**config.mk**
```make
export PLATFORM = sky130hd
export DESIGN_NAME = bundle_sequencer
export DESIGN_NICKNAME = d
export VERILOG_FILES = /design/src/rtl/bundle_sequencer.sv
export SDC_FILE = /design/constraint.sdc
export NUM_CORES = 1
export LEC_CHECK = 0
export CORE_MARGIN = 5
export CORE_UTILIZATION = 32
export DETAILED_ROUTE_END_ITERATION = 8
export SYNTH_ARGS = -nofsm -noshare
export SYNTH_HDL_FRONTEND = slang
export SYNTH_SLANG_ARGS = --single-unit
```
**constraint.sdc**
```tcl
create_clock -name Clk_CI -period 2.2 [get_ports Clk_CI]
set_clock_uncertainty 0.2 [all_clocks]
set_input_delay 0.33 -clock Clk_CI [delete_from_list [all_inputs] [get_ports Clk_CI]]
set_output_delay 0.33 -clock Clk_CI [all_outputs]
set_load 0.01 [all_outputs]
```
**src/rtl/bundle_sequencer.sv**
```systemverilog
// rtl/bundle_sequencer.sv - sequences n-gram bundling windows between encoder, bundle counter and associative memory
module bundle_sequencer #(
    parameter int CNT_WIDTH   = 8,
    parameter int LABEL_WIDTH = 5
) (
    input  logic                   Clk_CI,
    input  logic                   Reset_RBI,
    input  logic                   Start_SI,
    input  logic                   Abort_SI,
    input  logic [CNT_WIDTH-1:0]   NumNgrams_DI,
    input  logic                   TrainMode_SI,
    input  logic [LABEL_WIDTH-1:0] Label_DI,
    input  logic                   NgramValid_SI,
    output logic                   NgramReady_SO,
    output logic                   BundleEnable_SO,
    output logic                   BundleFirst_SO,
    output logic                   ResultValid_SO,
    input  logic                   ResultReady_SI,
    output logic                   ResultTrain_SO,
    output logic [LABEL_WIDTH-1:0] ResultLabel_DO,
    output logic                   Busy_SO,
    output logic [CNT_WIDTH-1:0]   NgramCount_DO
);

    typedef enum logic [1:0] {
        IDLE   = 2'd0,
        ACCUM  = 2'd1,
        RESULT = 2'd2
    } state_t;

    state_t                 state_q, state_d;
    logic [CNT_WIDTH-1:0]   num_q, num_d;
    logic                   train_q, train_d;
    logic [LABEL_WIDTH-1:0] label_q, label_d;
    logic [CNT_WIDTH-1:0]   count_q, count_d;

    logic ngram_ready;
    logic accept;
    logic last_ngram;
    logic handshake;

    // Next-state and window bookkeeping; abort overrides every other request
    always_comb begin
        state_d     = state_q;
        num_d       = num_q;
        train_d     = train_q;
        label_d     = label_q;
        count_d     = count_q;
        // Ready drops during abort so upstream never sees a phantom transfer
        ngram_ready = (state_q == ACCUM) && !Abort_SI;
        accept      = NgramValid_SI && ngram_ready;
        last_ngram  = (count_q == (num_q - CNT_WIDTH'(1)));
        handshake   = (state_q == RESULT) && ResultReady_SI && !Abort_SI;

        if (Abort_SI) begin
            state_d = IDLE;
            count_d = '0;
        end else begin
            case (state_q)
                IDLE: begin
                    if (Start_SI) begin
                        // A zero-length window still bundles one n-gram
                        num_d   = (NumNgrams_DI == '0) ? CNT_WIDTH'(1) : NumNgrams_DI;
                        train_d = TrainMode_SI;
                        label_d = Label_DI;
                        count_d = '0;
                        state_d = ACCUM;
                    end
                end
                ACCUM: begin
                    if (accept) begin
                        count_d = count_q + CNT_WIDTH'(1);
                        if (last_ngram) begin
                            state_d = RESULT;
                        end
                    end
                end
                RESULT: begin
                    // Start in the handshake cycle is deliberately dropped
                    if (handshake) begin
                        state_d = IDLE;
                    end
                end
                default: begin
                    state_d = IDLE;
                end
            endcase
        end
    end

    // State and latched window parameters, cleared asynchronously
    always_ff @(posedge Clk_CI or negedge Reset_RBI) begin
        if (!Reset_RBI) begin
            state_q <= IDLE;
            num_q   <= '0;
            train_q <= 1'b0;
            label_q <= '0;
            count_q <= '0;
        end else begin
            state_q <= state_d;
            num_q   <= num_d;
            train_q <= train_d;
            label_q <= label_d;
            count_q <= count_d;
        end
    end

    assign NgramReady_SO   = ngram_ready;
    assign BundleEnable_SO = accept;
    assign BundleFirst_SO  = accept && (count_q == '0);
    assign ResultValid_SO  = (state_q == RESULT);
    assign ResultTrain_SO  = train_q;
    assign ResultLabel_DO  = label_q;
    assign Busy_SO         = (state_q != IDLE);
    assign NgramCount_DO   = count_q;

endmodule

```
== Yosys cells after proc, flatten, opt, wreduce, memory -nomap -nowiden ==
Cells that the tools add are included.
Cells by class
  reductions and logical operators: 14
  bitwise operators: 1
  add/sub/neg operators: 2
  mux-type cells: 11
  equality and inequality tests: 7
Operators with widths (count)
  $mux W8: 4
  $logic_not A8 Y1: 2
  $pmux W8 S2: 1
  $mux W2: 5
  $ne A3 B3 Y1 const B: 3
  $add A8 B1 Y8 const B: 1
  $eq A8 B8 Y1: 1
  $sub A8 B1 Y8 const B: 1
  $pmux W2 S3: 1
  $reduce_and A3 Y1: 2
  $logic_and A1 B1 Y1: 5
  $reduce_and A4 Y1: 1
  $ne A3 B2 Y1 const B: 1
  $reduce_bool A3 Y1: 1
  $eq A2 B1 Y1 const B: 1
  $eq A2 B2 Y1 const B: 1
  $logic_not A2 Y1: 1
  $reduce_bool A2 Y1: 1
  $logic_not A1 Y1: 1
  $not A1 Y1: 1
Word-level totals
  input port bits: 20
  bits in registers: 24
  output and inout port bits: 19

== Logic depth before layout (Yosys ltp) ==
Gate-level depths: netlist of run 1.
  depth in word-level cells: 6
  gate-level depth with buffers: 7
  gate-level depth less buffers: 7

== Worst setup path before layout of run 1 ==
Ideal clock, no wire load.
  path kind: reg2reg
  from: reg num_q[0]
  to: reg state_q[1]
  stages on the path, launching flop included: 6
  period minus slack after synthesis: 2.048 ns
  data arrival time: 1.730 ns
  data required time: 1.882 ns
  path slack: 0.152 ns
  setup time: 0.118 ns
  path through: dfrtp_1 -> or4_4 -> o221ai_2 -> or3b_1 -> a2bb2oi_1 -> a21o_1
On the way
  cells in the longest elaborated chain, start to end: 4
Ends and longest elaborated chain
  start: declaration: RTL line 32  | logic [CNT_WIDTH-1:0] num_q, num_d;
  start signal: assignment: RTL line 101  | num_q <= num_d;
  $sub A8 B1 Y8: RTL line 52  | last_ngram = (count_q == (num_q - CNT_WIDTH'(1)));
  $eq A8 B8 Y1: RTL line 52
  $ne A3 B3 Y1 (no source line)
  $reduce_and A4 Y1 (no source line)
  end signal: assignment: RTL line 100  | state_q <= state_d;
  end: declaration: RTL line 31  | state_t state_q, state_d;
Every way passes these cells.
A chain may end at the register's enable or synchronous reset.

== Worst setup path after layout of run 1 ==
  from: reg num_q[1]
  to: reg state_q[1]
The elaborated chain is that of the path after synthesis.

==> results.json, run 1 <==
{
  "core.rowCount": 23,
  "slowest_delay_ps": 560,
  "hold_ws_ps": 221.4,
  "grtUsageMet1": 0.1672,
  "drt_iter0_markers": 79,
  "synthXorXnorAreaFrac": 0.06404,
  "rsz0062_at_grt": "false",
  "drv_slew": 0,
  "io_pins": 39,
  "critPathBufInv": 0,
  "power_leakage_nw": 0.8624,
  "syn_to_final_growth_pct": 47.12,
  "ys_ff_latch": 24,
  "min_path_type": "primary input to asynchronous set/reset pin",
  "required_ps": 2170,
  "clk_latency_ps": 270,
  "setup_viol": 0,
  "power.density_nw_per_um2": 640.0,
  "synth_edf_count": 0,
  "root_buffer": "clkbuf_8",
  "crit_arrival_ps": 2080,
  "utilization": 0.4958,
  "track_usage": 0.1314,
  "async_flop_share": 1.000,
  "synth_simple_gate_area_frac": 0.2269,
  "fin_crit_sh": 0.9599,
  "portBuffers": 38,
  "worstPathCellList": "or4_4 > o221ai_2 > or3b_1 > a2bb2oi_1 > a21o_1",
  "status": "finished clean",
  "cts_buffers": 3,
  "antenna_found_initial": 0,
  "ant_nets": 0,
  "peakVddDrop_mv": 0.3509,
  "critPathSlowestCell": "or4_4",
  "syn_inst": 136,
  "drc": 0,
  "synth_compound_area_frac": 0.1089,
  "finalPower_mw": 1.288,
  "wl_per_cell_um": 14.01,
  "die_area_sq_um": 5681,
  "fmaxAchievable_mhz": 473.5,
  "die_w_um": 75.38,
  "n_fill_cell": 367,
  "place_ws_ps": -126.5,
  "synth_top_cell_area_share": 0.4392,
  "final_nets": 215,
  "cp_max_fo": 4,
  "clk_pin_slew_ps": 90,
  "post-dp-hpwl_um": 2652,
  "core_sq_um": 4058,
  "endpoint_kind": "flip-flop",
  "cts_tree": "built",
  "grt_max_degree": 25,
  "ys_seq_area_frac": 0.4392,
  "busiest_layer": "met2",
  "slew-limit-headroom": 0.7203,
  "synth_top_area_cell": "dfrtp_1",
  "hold_viol": 0,
  "initial_utilization": 0.3370,
  "crit_path_start_kind": "flip-flop",
  "grt_pass1_vias": 1342,
  "syn_nets": 159,
  "layout_setup_ws_ps": 88.15,
  "grt_pass1_wl_um": 5802,
  "crit_family": "simple AND/OR/NAND/NOR gates",
  "use_met3": 0.04090,
  "grt.overflow.total": 0,
  "synth_cell_types": 37,
  "globalplace.congestion": 0.8388,
  "die_h_um": 75.38,
  "synthMuxAreaShare": 0.09881,
  "syn_area_per_cell_sq_um": 10.06,
  "synth_commonest_cells": "dfrtp_1 (24), mux2_2 (12), nand2_1 (9), xnor2_1 (9)",
  "routed_via_density": 5.025,
  "vias": 1211,
  "synth.most_common_cell": "dfrtp_1",
  "h-tree-depth": 1,
  "drtPass1Iterations": 4,
  "synth.area.top_cells": "dfrtp_1 (44%), mux2_2 (9.9%), xnor2_1 (5.8%), o21ai_0 (2.9%), ha_1 (2.7%)",
  "crit_type": "flip-flop to flip-flop",
  "tightest_slew_ps": 419.6,
  "diodes": 0,
  "syn_area_sq_um": 1368,
  "drive_gt1_frac": 0.2304,
  "grtUsageMet2": 0.2052,
  "clock_path_buffers": 2,
  "synth_top_family_by_area": "simple AND/OR/NAND/NOR gates",
  "wirelength_um": 3377,
  "max-cap-violations": 0,
  "min_period_ps": 2112,
  "yosys_warnings": 0,
  "synth_ff_type": "dfrtp_1",
  "synth_fa_ha_area_frac": 0.02745,
  "cts_sinks": 24
}
-- registers in the layout, summed over array words and instances, names as in the netlist --
name	count
num_q	8
ResultTrain_SO	1
ResultLabel_DO	5
state_q	2
NgramCount_DO	8
-- path summary, 6_finish.rpt --
check	startpoint	endpoint	slack, ps	cells past startpoint
setup / recovery	num_q[1]$_DFFE_PN0P_	state_q[1]$_DFFE_PN0P_	90	5
min in group Clk_CI	ResultLabel_DO[4]$_DFFE_PN0P_	ResultLabel_DO[4]$_DFFE_PN0P_	310	1
hold / removal	Reset_RBI	NgramCount_DO[1]$_DFFE_PN0P_	220	2
setup reg to reg	num_q[1]$_DFFE_PN0P_	state_q[1]$_DFFE_PN0P_	90	5
hold reg to reg	ResultLabel_DO[4]$_DFFE_PN0P_	ResultLabel_DO[4]$_DFFE_PN0P_	310	1
max in group asynchronous	Reset_RBI	num_q[4]$_DFFE_PN0P_	1340	2
-- stage by stage --
step / instance area (sq um) / setup TNS, ps / std cells
4_1_cts: 1988 / 0 / 240
6_report: 2012 / 0 / 241
3_3_place_gp: 1931 / -198.7 / 236
3_5_place_dp: 1931 / -244.2 / 236
5_1_grt: 2012 / 0 / 241
2_1_floorplan: 1368 / 0 / 136
-- per-layer routing --
metal	share of wire	vias to the layer above
met1	0.42	566
met2	0.46	46
met5	0	-
met4	0.015	0
li1	-	595
met3	0.10	4
-- power breakdown --
part	switching, mW	internal, mW
Sequential	0.0572	0.505
Combinational	0.166	0.254
Clock	0.145	0.160
-- cell type report --
| cell class | instances | area [sq um] | share of cell area |
|---|---|---|---|
| well taps | 50 | 62.56 | 0.03109 |
| repair buffers | 55 | 516.7 | 0.2568 |
| flip-flops and latches | 24 | 600.6 | 0.2985 |
| multi-input cells | 100 | 747.0 | 0.3713 |
| clock buffers | 4 | 55.05 | 0.02736 |
| inverters | 8 | 30.03 | 0.01493 |
-- placed cells by master, fill, tap and decap left out, drive strengths merged --
cell | Yosys | final
clkdlybuf4s50 | 0 | 35
dfrtp | 24 | 24
buf | 2 | 17
mux2 | 12 | 12
nand2 | 9 | 9
xnor2 | 9 | 9
nor2 | 8 | 8
o21ai | 8 | 8
inv | 8 | 8
nor3 | 7 | 7
nand3 | 4 | 4
a21o | 4 | 4
clkbuf | 2 | 4
nand2b | 3 | 3
a21oi | 3 | 3
dlygate4sd2 | 0 | 3
nor4bb | 3 | 3
nor4 | 3 | 3
ha | 3 | 3
or3b | 3 | 3
and2 | 2 | 2
nand3b | 2 | 2
o31ai | 2 | 2
or4 | 2 | 2
or2 | 1 | 1
nor3b | 1 | 1
and3 | 1 | 1
and3b | 1 | 1
o221ai | 1 | 1
o211ai | 1 | 1
a2bb2oi | 1 | 1
o22a | 1 | 1
xor2 | 1 | 1
or3 | 1 | 1
nor2b | 1 | 1
a22o | 1 | 1
and4b | 1 | 1
-- logic make-up after synthesis --
group	after synthesis
AOI/OAI and AO/OA	22
DFF	24
buffers and inverters	12
and+or+nand+nor	53
xor gates and xnor gates	10
adders and majority gates	3
muxes	12
-- repair_timing --
action                                  in CTS  in global routing
hold buffers                                 0                  0
gates resized for setup                      4                  5
endpoints found under the setup margin       3                  2
hold endpoints to repair                     0                  0
buffers inserted                             0                  1
pin swaps                                    0                  4
No activity file was read; power rests on OpenSTA's default activity.
==> run 2: changes to the inputs <==
CTS_CLUSTER_SIZE = 30   (was unset)
==> results of run 2 <==
No change in the layout: final DEF, timing and power equal those of run 1.
